**config.mk**
```make
export PLATFORM = sky130hd
export DESIGN_NAME = tmr_voter_monitor
export DESIGN_NICKNAME = d
export VERILOG_FILES = /design/src/rtl/tmr_voter_pkg.sv /design/src/rtl/tmr_vote_lane.sv /design/src/rtl/tmr_voter_monitor.sv
export SDC_FILE = /design/constraint.sdc
export NUM_CORES = 1
export LEC_CHECK = 0
export ABC_AREA = 0
export BUFFER_PORTS_ARGS = -buffer_cell sky130_fd_sc_hd__clkbuf_2
export CAP_MARGIN = 20
export CORE_AREA = 2 2 238 240
export DETAILED_ROUTE_END_ITERATION = 12
export DIE_AREA = 0 0 240 242
export PLACE_DENSITY = 0.51
export SLEW_MARGIN = 25
export SYNTH_ARGS = -nofsm -noshare
export SYNTH_HDL_FRONTEND = slang
export SYNTH_SLANG_ARGS = --single-unit
```
**constraint.sdc**
```tcl
create_clock -name clk_i -period 2.6 [get_ports clk_i]
set_input_delay 0.26 -clock clk_i [delete_from_list [all_inputs] [get_ports clk_i]]
set_output_delay 0.26 -clock clk_i [all_outputs]
set_load 0.01 [all_outputs]
```
**src/rtl/tmr_voter_pkg.sv**
```systemverilog
// Shared definitions for the TMR voter monitor: replica indices, blame vector
// type and a width-generic saturating incrementer.
package tmr_voter_pkg;

    localparam int unsigned R0 = 0;
    localparam int unsigned R1 = 1;
    localparam int unsigned R2 = 2;

    // Widest counter the saturating incrementer supports
    localparam int unsigned SAT_W = 64;

    typedef logic [2:0] blame_t;

    // Increment v, sticking at 2^w-1; w must not exceed SAT_W
    function automatic logic [SAT_W-1:0] sat_inc(input logic [SAT_W-1:0] v,
                                                 input int unsigned        w);
        logic [SAT_W-1:0] max_v;
        max_v = (w >= SAT_W) ? '1 : ((SAT_W'(1) << w) - SAT_W'(1));
        return (v >= max_v) ? max_v : v + SAT_W'(1);
    endfunction

endpackage

```
**src/rtl/tmr_vote_lane.sv**
```systemverilog
// Combinational majority vote of one W-bit channel across three replicas,
// reporting recoverable/unrecoverable mismatch and the outvoted replica.
module tmr_vote_lane
    import tmr_voter_pkg::*;
#(
    parameter int unsigned W = 32
) (
    input  logic [W-1:0] in0_i,
    input  logic [W-1:0] in1_i,
    input  logic [W-1:0] in2_i,
    output logic [W-1:0] out_o,
    output logic         err1_o,
    output logic         err2_o,
    output blame_t       blame_o
);

    logic eq01, eq02, eq12;

    assign eq01 = (in0_i == in1_i);
    assign eq02 = (in0_i == in2_i);
    assign eq12 = (in1_i == in2_i);

    always_comb begin
        out_o   = in0_i;
        err1_o  = 1'b0;
        err2_o  = 1'b0;
        blame_o = '0;
        if (eq01 && eq02) begin
            err1_o = 1'b0;
        end else if (eq01) begin
            err1_o      = 1'b1;
            blame_o[R2] = 1'b1;
        end else if (eq02) begin
            err1_o      = 1'b1;
            blame_o[R1] = 1'b1;
        end else if (eq12) begin
            out_o       = in1_i;
            err1_o      = 1'b1;
            blame_o[R0] = 1'b1;
        end else begin
            // No majority: pass replica 0 through and flag it as unrecoverable
            err1_o = 1'b1;
            err2_o = 1'b1;
        end
    end

endmodule

```
**src/rtl/tmr_voter_monitor.sv**
```systemverilog
// Registered C-channel TMR voter with sticky error status, per-replica fault
// counters and threshold irq; counters/irq exist only with TMR_VOTER_CNT_EN.
module tmr_voter_monitor
    import tmr_voter_pkg::*;
#(
    parameter int unsigned W     = 32,
    parameter int unsigned C     = 4,
    parameter int unsigned CNT_W = 16
) (
    input  logic                clk_i,
    input  logic                rstn_i,
    input  logic                valid_i,
    input  logic [C-1:0][W-1:0] in0_i,
    input  logic [C-1:0][W-1:0] in1_i,
    input  logic [C-1:0][W-1:0] in2_i,
    input  logic                clr_i,
    input  logic [CNT_W-1:0]    thr_i,
    output logic                valid_o,
    output logic [C-1:0][W-1:0] out_o,
    output logic [C-1:0]        err1_ch_o,
    output logic [C-1:0]        err2_ch_o,
    output logic                error1_o,
    output logic                error2_o,
    output logic [2:0]          blame_o,
    output logic                sticky1_o,
    output logic                sticky2_o,
    output logic [CNT_W-1:0]    cnt0_o,
    output logic [CNT_W-1:0]    cnt1_o,
    output logic [CNT_W-1:0]    cnt2_o,
    output logic [CNT_W-1:0]    cntu_o,
    output logic                irq_o
);

    logic [C-1:0][W-1:0] lane_out;
    logic [C-1:0]        lane_err1;
    logic [C-1:0]        lane_err2;
    blame_t [C-1:0]      lane_blame;
    blame_t              blame_any;

    genvar g;
    for (g = 0; g < C; g++) begin : g_lane
        tmr_vote_lane #(.W(W)) u_lane (
            .in0_i  (in0_i[g]),
            .in1_i  (in1_i[g]),
            .in2_i  (in2_i[g]),
            .out_o  (lane_out[g]),
            .err1_o (lane_err1[g]),
            .err2_o (lane_err2[g]),
            .blame_o(lane_blame[g])
        );
    end

    always_comb begin
        blame_any = '0;
        for (int unsigned i = 0; i < C; i++) begin
            blame_any = blame_any | lane_blame[i];
        end
    end

    always_ff @(posedge clk_i or negedge rstn_i) begin
        if (!rstn_i) begin
            valid_o   <= 1'b0;
            out_o     <= '0;
            err1_ch_o <= '0;
            err2_ch_o <= '0;
            blame_o   <= '0;
        end else begin
            valid_o <= valid_i;
            if (valid_i) begin
                out_o     <= lane_out;
                err1_ch_o <= lane_err1;
                err2_ch_o <= lane_err2;
                blame_o   <= blame_any;
            end else begin
                err1_ch_o <= '0;
                err2_ch_o <= '0;
                blame_o   <= '0;
            end
        end
    end

    assign error1_o = |err1_ch_o;
    assign error2_o = |err2_ch_o;

    always_ff @(posedge clk_i or negedge rstn_i) begin
        if (!rstn_i) begin
            sticky1_o <= 1'b0;
            sticky2_o <= 1'b0;
        end else if (clr_i) begin
            sticky1_o <= 1'b0;
            sticky2_o <= 1'b0;
        end else if (valid_i) begin
            if (|lane_err1) sticky1_o <= 1'b1;
            if (|lane_err2) sticky2_o <= 1'b1;
        end
    end

`ifdef TMR_VOTER_CNT_EN
    localparam int unsigned CNTU = 3;

    logic [3:0]            hit;
    logic [3:0][CNT_W-1:0] cnt_q;
    logic [3:0][CNT_W-1:0] cnt_nxt;
    logic                  thr_hit;

    assign hit = {valid_i & (|lane_err2), {3{valid_i}} & blame_any};

    // Threshold is checked against the post-increment values so irq lines up
    // with the sample that crosses it
    always_comb begin
        thr_hit = 1'b0;
        for (int unsigned i = 0; i < 4; i++) begin
            cnt_nxt[i] = hit[i] ? CNT_W'(sat_inc(SAT_W'(cnt_q[i]), CNT_W)) : cnt_q[i];
            if ((thr_i != '0) && (cnt_nxt[i] >= thr_i)) thr_hit = 1'b1;
        end
    end

    always_ff @(posedge clk_i or negedge rstn_i) begin
        if (!rstn_i) begin
            cnt_q <= '0;
            irq_o <= 1'b0;
        end else if (clr_i) begin
            cnt_q <= '0;
            irq_o <= 1'b0;
        end else begin
            cnt_q <= cnt_nxt;
            if (thr_hit) irq_o <= 1'b1;
        end
    end

    assign cnt0_o = cnt_q[R0];
    assign cnt1_o = cnt_q[R1];
    assign cnt2_o = cnt_q[R2];
    assign cntu_o = cnt_q[CNTU];
`else
    logic unused_thr;
    assign unused_thr = ^thr_i;

    assign cnt0_o = '0;
    assign cnt1_o = '0;
    assign cnt2_o = '0;
    assign cntu_o = '0;
    assign irq_o  = 1'b0;
`endif

endmodule

```
Yosys cells after proc, flatten, opt, wreduce, memory -nomap -nowiden --
Cells that the tools add are included.
Storage, ports and cells: flip-flop bits (word level) 142, latch bits 0, memory bits (writable) 0, memory bits (read-only) 0, input port bits 404, output and inout port bits 209, logic and storage cells 107, memories kept 0
Cells by class: add/sub/neg operators 0, multipliers 0, divide/modulo/power cells 0, order comparisons 0, eq/ne operators 12, shifts and indexed selects 0, muxes and demuxes 69, bitwise gates (word level) 3, reductions and logical operators 13
Operator list (number):
- $mux W32 | 16
- $eq A32 B32 Y1 | 12
- $mux W1 | 42
- $reduce_or A4 Y1 | 4
- $mux W3 | 5
- $or A3 B3 Y3 | 3
- $mux W2 | 4
- $mux W4 | 2
- $reduce_bool A2 Y1 | 3
- $logic_and A1 B1 Y1 | 4
- $reduce_and A2 Y1 | 2

Depth between registers and ports, before layout --
Gate-level depths: netlist of run 1.
depth after elaboration 9, gate-level depth with buffers 9, gate-level depth less buffers 7

Hierarchy --
Synthesis of run 1 repeated with hierarchy kept, for this count alone.
Second synthesis, totals: cell total of the unflattened synthesis 1055, area, all modules 12513.3 um^2
Modules (own cells, without submodules):
- tmr_vote_lane | times used 4, cells each 171, area each 1615.3 um^2, seq. area each 0.0 um^2
- tmr_voter_monitor | times used 1, cells each 371, area each 6052.1 um^2, seq. area each 3553.4 um^2

Worst setup path before layout of run 1 --
OpenSTA, ideal clock, no wires.
kind input to register, from input port in1_i[87] in the netlist's numbering, to register out_o[88] in the netlist's numbering, library setup time 137 ps, data arrival time 1770 ps, data required time 2463 ps, slack 693 ps, stages 8, buffers on the path 2, cell sequence xor2_1 > nor4_1 > nand4_1 > or4_4 > buf_6 > buf_12 > mux2i_1 > a21oi_1
On the way: cells in the longest elaborated chain, start to end 5, elaborated cells on any way between the ends 7, those cells by class 2 x eq/ne; 4 x mux; 1 x reduce/logical
Ends and longest elaborated chain:
- start, declared | line tmr_voter_monitor.sv:14 | input logic [C-1:0][W-1:0] in1_i,
- $eq A32 B32 Y1 | line tmr_vote_lane.sv:21 | assign eq12 = (in1_i == in2_i);
- $mux W32 | line tmr_vote_lane.sv:36 | end else if (eq12) begin
- $mux W32 | line tmr_vote_lane.sv:33 | end else if (eq02) begin
- $mux W32 | line tmr_vote_lane.sv:30 | end else if (eq01) begin
- $mux W32 * | line tmr_vote_lane.sv:28 | if (eq01 && eq02) begin
- end signal, assigned | line tmr_voter_monitor.sv:70 | out_o <= lane_out;
- end, declared | line tmr_voter_monitor.sv:19 | output logic [C-1:0][W-1:0] out_o,
Every way passes the cells marked *; elsewhere a longest branch is shown, timed or not. A chain may end at the register's enable or synchronous reset.

Worst setup path in the final report of run 1 --
from input port in1_i[6] in the netlist's numbering, to register out_o[19] in the netlist's numbering
Same word-level chain as after synthesis.

==> qor.txt, run 1 <==
CTS tree = done
Worst-Skew Late Latency = 0.47 ns
Hold crit path type = input pin to flip-flop
Post-CTS Resized = 0
Max Root-Sink Buffers = 2
Fin crit period = 2.25 ns
Tightest Pin Transition = 0.923 ns
TritonCTS buffer count = 17
Initial Util = 20.4%
Initial antenna violation count = 2
Final instance area = 15,400 µm²
GRT Total Usage = 17.5%
Most common cell after layout, fill and taps aside = clkbuf_2
Synth Instances = 1,195
Vias in the first global route = 11,200
Largest net degree at the start of global routing = 170
RSZ-0062 raised after global routing = no
First-pass GRT wire length = 73,400 µm
Layout Utilization = 27.7%
Crit end category = flip-flop
Final slew viol count = 0
Outcome = finished clean
Worst-path clk slew = 0.07 ns
Synth warn = 0
Slew headroom = 38.4%
Syn_area_per_cell = 9.49 µm²
Setup violators final = 0
Num ports = 613
Die area = 58,100 µm²
Cell depth of the worst flop-to-flop path = 2
Antenna Violating Nets Remaining = 0
Drt first pass iters = 4
Hold_ws = 0.128 ns
CTS Sinks = 142
PwrDens = 456 nW/µm²
Cell Rows = 87
Nets = 2,156
Drt drc = 0
Synth unique cells = 27
DR vias/cell = 4.23
Post-synthesis sequential area ratio = 31.3%
H-tree depth = 4
DRC marker count from the first detailed-route iteration = 377
Width of the die = 240 µm
Placed Cells = 2,487
DRT Wirelength = 51,900 µm
Pwr Total = 7.02 mW
WS Path Type = input pin to flip-flop
Post-Route Setup TNS = 0 ns
Port-buffer cells = 531
Final Cycle Share = 86.4%
Pre-CTS setup slack = -0.0866 ns
Worst setup SP type = input pin
Most frequent cells in the layout = clkbuf_2 (529), xor2_1 (288), dfrtp_1 (142)
Final worst slack = 0.354 ns
Final hold violations = 0
Placed inst area = 14,800 µm²
VDD IR max = 0.516 mV
Max Freq = 445 MHz
Critical Path RT = 2.92 ns
Grt ovf = 0
Max-capacitance violation count = 0
Wire length per cell = 20.6 µm
DP Wirelength = 44,000 µm
Worst hold stages = 3
Vias = 10,700
Core area = 55,700 µm²
Final RePlAce weighted congestion = 0.937
Synthesized area = 11,300 µm²
Crit Path Max Fanout = 11
Leakage = 7.89 nW
Non-filler cells in the finished layout = 2,522
Post-synthesis register bit count = 142
Die Ht = 242 µm
Share of cells above drive strength 1 = 35.8%
Root Driver = clkbuf_16
Worst EP arrival = 2.56 ns
Final Skew = 0 ns
Growth of design area from synthesis to finish = 35.9%
-- power breakdown --
group	switching (mW)	internal (mW)
Clock	1.17	1.35
Sequential	0.114	2.40
Combinational	1.19	0.796
Total	2.48	4.55
-- flip-flops by register name (all words and copies together), names as in the netlist --
signal,count
blame_o,3
err1_ch_o,4
err2_ch_o,4
out_o,128
sticky1_o,1
sticky2_o,1
valid_o,1
-- final cells by class --
class,count,area (µm²)
inverters,2,7.51
multi-input cells,1004,7140
repair buffers,585,3200
well taps,756,946
clock inverters,14,134
fillers,6081,40300
diodes,1,2.50
flip-flops and latches,142,3550
clock buffers,18,439
-- final timing paths --
kind	startpoint	end	slack, ns
worst min-delay path	in1_i[99]	out_o[99]$_DFFE_PN0P_	0.13
min in group asynchronous	rstn_i	out_o[112]$_DFFE_PN0P_	0.31
max in group asynchronous	rstn_i	out_o[104]$_DFFE_PN0P_	1.44
worst max-delay path	in1_i[6]	out_o[19]$_DFFE_PN0P_	0.35
worst min register to register	sticky2_o$_DFFE_PN0P_	sticky2_o$_DFFE_PN0P_	0.51
worst max register to register	out_o[117]$_DFFE_PN0P_	out_o[117]$_DFFE_PN0P_	1.82
-- worst max-delay path, stage by stage --
cell	delay [ns]
clkbuf_2	0.12
xor2_1	0.18
nor4_1	0.44
buf_4	0.19
nand4_1	0.11
or4_4	0.49
buf_12	0.18
mux2i_1	0.35
buf_4	0.18
a21oi_1	0.05
-- logic make-up (layout without fill, tap and decap cells) --
group                     after synthesis  in the layout  synth area share [%]
DFF                                   142            142                  31.3
AOI/OAI and AO/OA                     141            141                  6.44
buffers and inverters                 113            619                  7.88
and+or+nand+nor                       286            286                  13.4
muxes                                 128            128                  11.3
xor gates and xnor gates              384            384                  29.7
other                                   1             66                0.0331
-- Yosys cell counts (all sizes together) --
| cell | number | share of area (%) |
|---|---|---|
| nand2 | 4 | 0.13 |
| nor2 | 142 | 5.0 |
| or4 | 6 | 0.53 |
| clkbuf | 30 | 0.99 |
| mux2i | 128 | 11 |
| nand2b | 1 | 0.055 |
| a21oi | 134 | 5.9 |
| nand4 | 44 | 2.4 |
| o41ai | 1 | 0.077 |
| nor3 | 4 | 0.18 |
| a22oi | 2 | 0.13 |
| inv | 2 | 0.066 |
| and4 | 4 | 0.40 |
| a41oi | 1 | 0.14 |
| o31ai | 1 | 0.066 |
| o22ai | 2 | 0.11 |
| xnor2 | 96 | 7.4 |
| nor4 | 81 | 4.7 |
| buf | 81 | 6.8 |
| xor2 | 288 | 22 |
| dfrtp | 142 | 31 |
| conb | 1 | 0.033 |
-- layer usage --
metal / vias up / track usage (%) / share of wire, %
met5: - / 0 / 0.025
met3: 64 / 5.66 / 7.5
met1: 5047 / 19.6 / 39
li1: 5134 / - / -
met4: 2 / 7.78 / 3.8
met2: 426 / 30.2 / 49
-- timing repair --
| action | 4_1_cts | 5_1_grt |
|---|---|---|
| hold buffers | 2 | 0 |
| endpoints found under the hold margin | 49 | 0 |
| setup buffers | 0 | 0 |
No activity file was read; power rests on OpenSTA's default activity.
==> run 2: changes to the inputs <==
--- a/config.mk
+++ b/config.mk
@@ -12,6 +12,7 @@
 export DETAILED_ROUTE_END_ITERATION = 12
 export DIE_AREA = 0 0 240 242
 export PLACE_DENSITY = 0.51
+export SETUP_SLACK_MARGIN = 0.4
 export SLEW_MARGIN = 25
 export SYNTH_ARGS = -nofsm -noshare
 export SYNTH_HDL_FRONTEND = slang
==> run 2 against run 1 <==
Effect of this change:
- via count rose by 0.23%
- worst hold slack better by 0.0011 ns
- critical path depth did not move
- critical endpoint unchanged
==> qor.txt, run 2 (synthesized netlist as in run 1, its figures left out) <==
Setup violators final = 0
Worst-Skew Late Latency = 0.47 ns
CTS tree = done
Antenna Violating Nets Remaining = 0
Fill cell count = 6,077
RR Endpoint = out_o[117]$_DFFE_PN0P_
H-tree depth = 4
Vias in the first global route = 11,200
Die Ht = 242 µm
DRC marker count from the first detailed-route iteration = 373
Worst Hold End = out_o[99]$_DFFE_PN0P_
DP Wirelength = 44,000 µm
WS Path Type = input pin to flip-flop
CTS Sinks = 142
Internal = 4.55 mW
GRT Total Usage = 17.5%
Biggest register = out_o
Port-buffer cells = 531
Max reg flops = 128
Layout Utilization = 27.7%
Final slew viol count = 0
Final hold violations = 0
Largest registers = out_o (128), err1_ch_o (4), err2_ch_o (4)
Tightest Pin Transition = 0.927 ns
Growth of design area from synthesis to finish = 36.0%
Post-Route Setup TNS = 0 ns
Initial Util = 20.4%
Wire length per cell = 20.6 µm
Die area = 58,100 µm²
Final Cycle Share = 82.4%
Share of cells above drive strength 1 = 35.9%
Clock share of power = 35.9%
Root Driver = clkbuf_16
Hold Crit Start = in1_i[99]
Worst hold stages = 3
Sequential cell area = 3550 µm²
Worst-path clk slew = 0.07 ns
Combinational Power Share = 28.3%
Core area = 55,700 µm²
Initial antenna violation count = 2
Most frequent cells in the layout = clkbuf_2 (529), xor2_1 (288), dfrtp_1 (142)
Crit Reg-Reg Startpoint = out_o[117]$_DFFE_PN0P_
Max Freq = 466 MHz
Fin crit period = 2.14 ns
First-pass GRT wire length = 73,400 µm
Drt first pass iters = 4
Drt drc = 0
Multi-input gate area = 7150 µm²
PwrDens = 456 nW/µm²
Max-capacitance violation count = 0
Most common cell after layout, fill and taps aside = clkbuf_2
Num ports = 613
RSZ-0062 raised after global routing = no
Worst EP arrival = 2.46 ns
Cell Rows = 87
Final Skew = 0 ns
Critical Path RT = 2.92 ns
Internal reg-to-reg setup slack = 1.82 ns
Slew headroom = 38.2%
P_sw = 2.48 mW
Reg power frac = 35.7%
Hold crit path type = input pin to flip-flop
Largest net degree at the start of global routing = 170
Crit Path Max Fanout = 11
Outcome = finished clean
Cell depth of the worst flop-to-flop path = 2
Worst setup SP type = input pin
Width of the die = 240 µm
Crit end category = flip-flop
TritonCTS buffer count = 17
Leakage = 7.89 nW
Final RePlAce weighted congestion = 0.937
Switching share of power = 35.3%
Nets = 2,156
VDD IR max = 0.517 mV
Hold_ws = 0.129 ns
Max Root-Sink Buffers = 2
DRT Wirelength = 51,900 µm
DR vias/cell = 4.24
Vias = 10,700
Grt ovf = 0
## run 2: stage by stage
step / instances / setup slack (ns) / total power, mW / area, µm²
floorplan: 1259 / 0.693 / 3.45 / 11600
global placement: 2487 / -0.0600 / 4.55 / 14800
detailed placement: 2487 / -0.0866 / 4.55 / 14800
CTS: 2521 / 0.430 / 7.20 / 15400
global route: 2521 / 0.416 / 7.46 / 15400
finish: 2522 / 0.456 / 7.03 / 15400
## run 2: how the worst max path moves through the flow
stage,start,endpoint,slack (ns),cells past startpoint
finish,in1_i[12],out_o[19]$_DFFE_PN0P_,0.46,10
floorplan,in1_i[87],out_o[88]$_DFFE_PN0P_,0.69,8
global route,in1_i[12],out_o[19]$_DFFE_PN0P_,0.42,10
global placement,in1_i[23],out_o[19]$_DFFE_PN0P_,-0.06,9
detailed placement,in1_i[6],out_o[19]$_DFFE_PN0P_,-0.09,10
CTS,in1_i[6],out_o[19]$_DFFE_PN0P_,0.43,10
## run 2: power by group through the flow
stage / clock (mW) / combinational, mW / sequential, mW
floorplan: 0 / 0.824 / 2.63
global placement: 0 / 2.00 / 2.55
detailed placement: 0 / 2.00 / 2.55
CTS: 2.68 / 2.01 / 2.51
global route: 2.76 / 2.16 / 2.54
finish: 2.53 / 1.99 / 2.51
## run 2: final cells by class
type | count | area share (%)
multi-input cells | 1004 | 46.3
flip-flops and latches | 142 | 23.0
repair buffers | 585 | 20.7
well taps | 756 | 6.13
clock buffers | 18 | 2.85
clock inverters | 14 | 0.868
inverters | 2 | 0.0487
diodes | 1 | 0.0162
## run 2: routing by layer
| layer | track usage, % | up-vias | part of all wire, % |
|---|---|---|---|
| met5 | 0 | - | 0.025 |
| met4 | 7.78 | 2 | 3.9 |
| met3 | 5.66 | 66 | 7.1 |
| met2 | 30.2 | 418 | 49 |
| met1 | 19.6 | 5075 | 40 |
| li1 | - | 5137 | - |
## run 2: what timing repair did
| action | CTS | global route |
|---|---|---|
| endpoints found under the setup margin | 0 | 1 |
| hold endpoints to repair | 49 | 0 |
| hold buffers | 2 | 0 |
| setup buffers | 0 | 0 |
| resized for setup | 0 | 2 |
## run 2: worst max-delay path: stages
cell and delay [ns]:
clkbuf_2 0.12, xor2_1 0.19, nor4_1 0.29, buf_4 0.17
nand4_1 0.14, or4_4 0.57, buf_12 0.18, mux2i_1 0.31
buf_4 0.17, a21oi_1 0.05
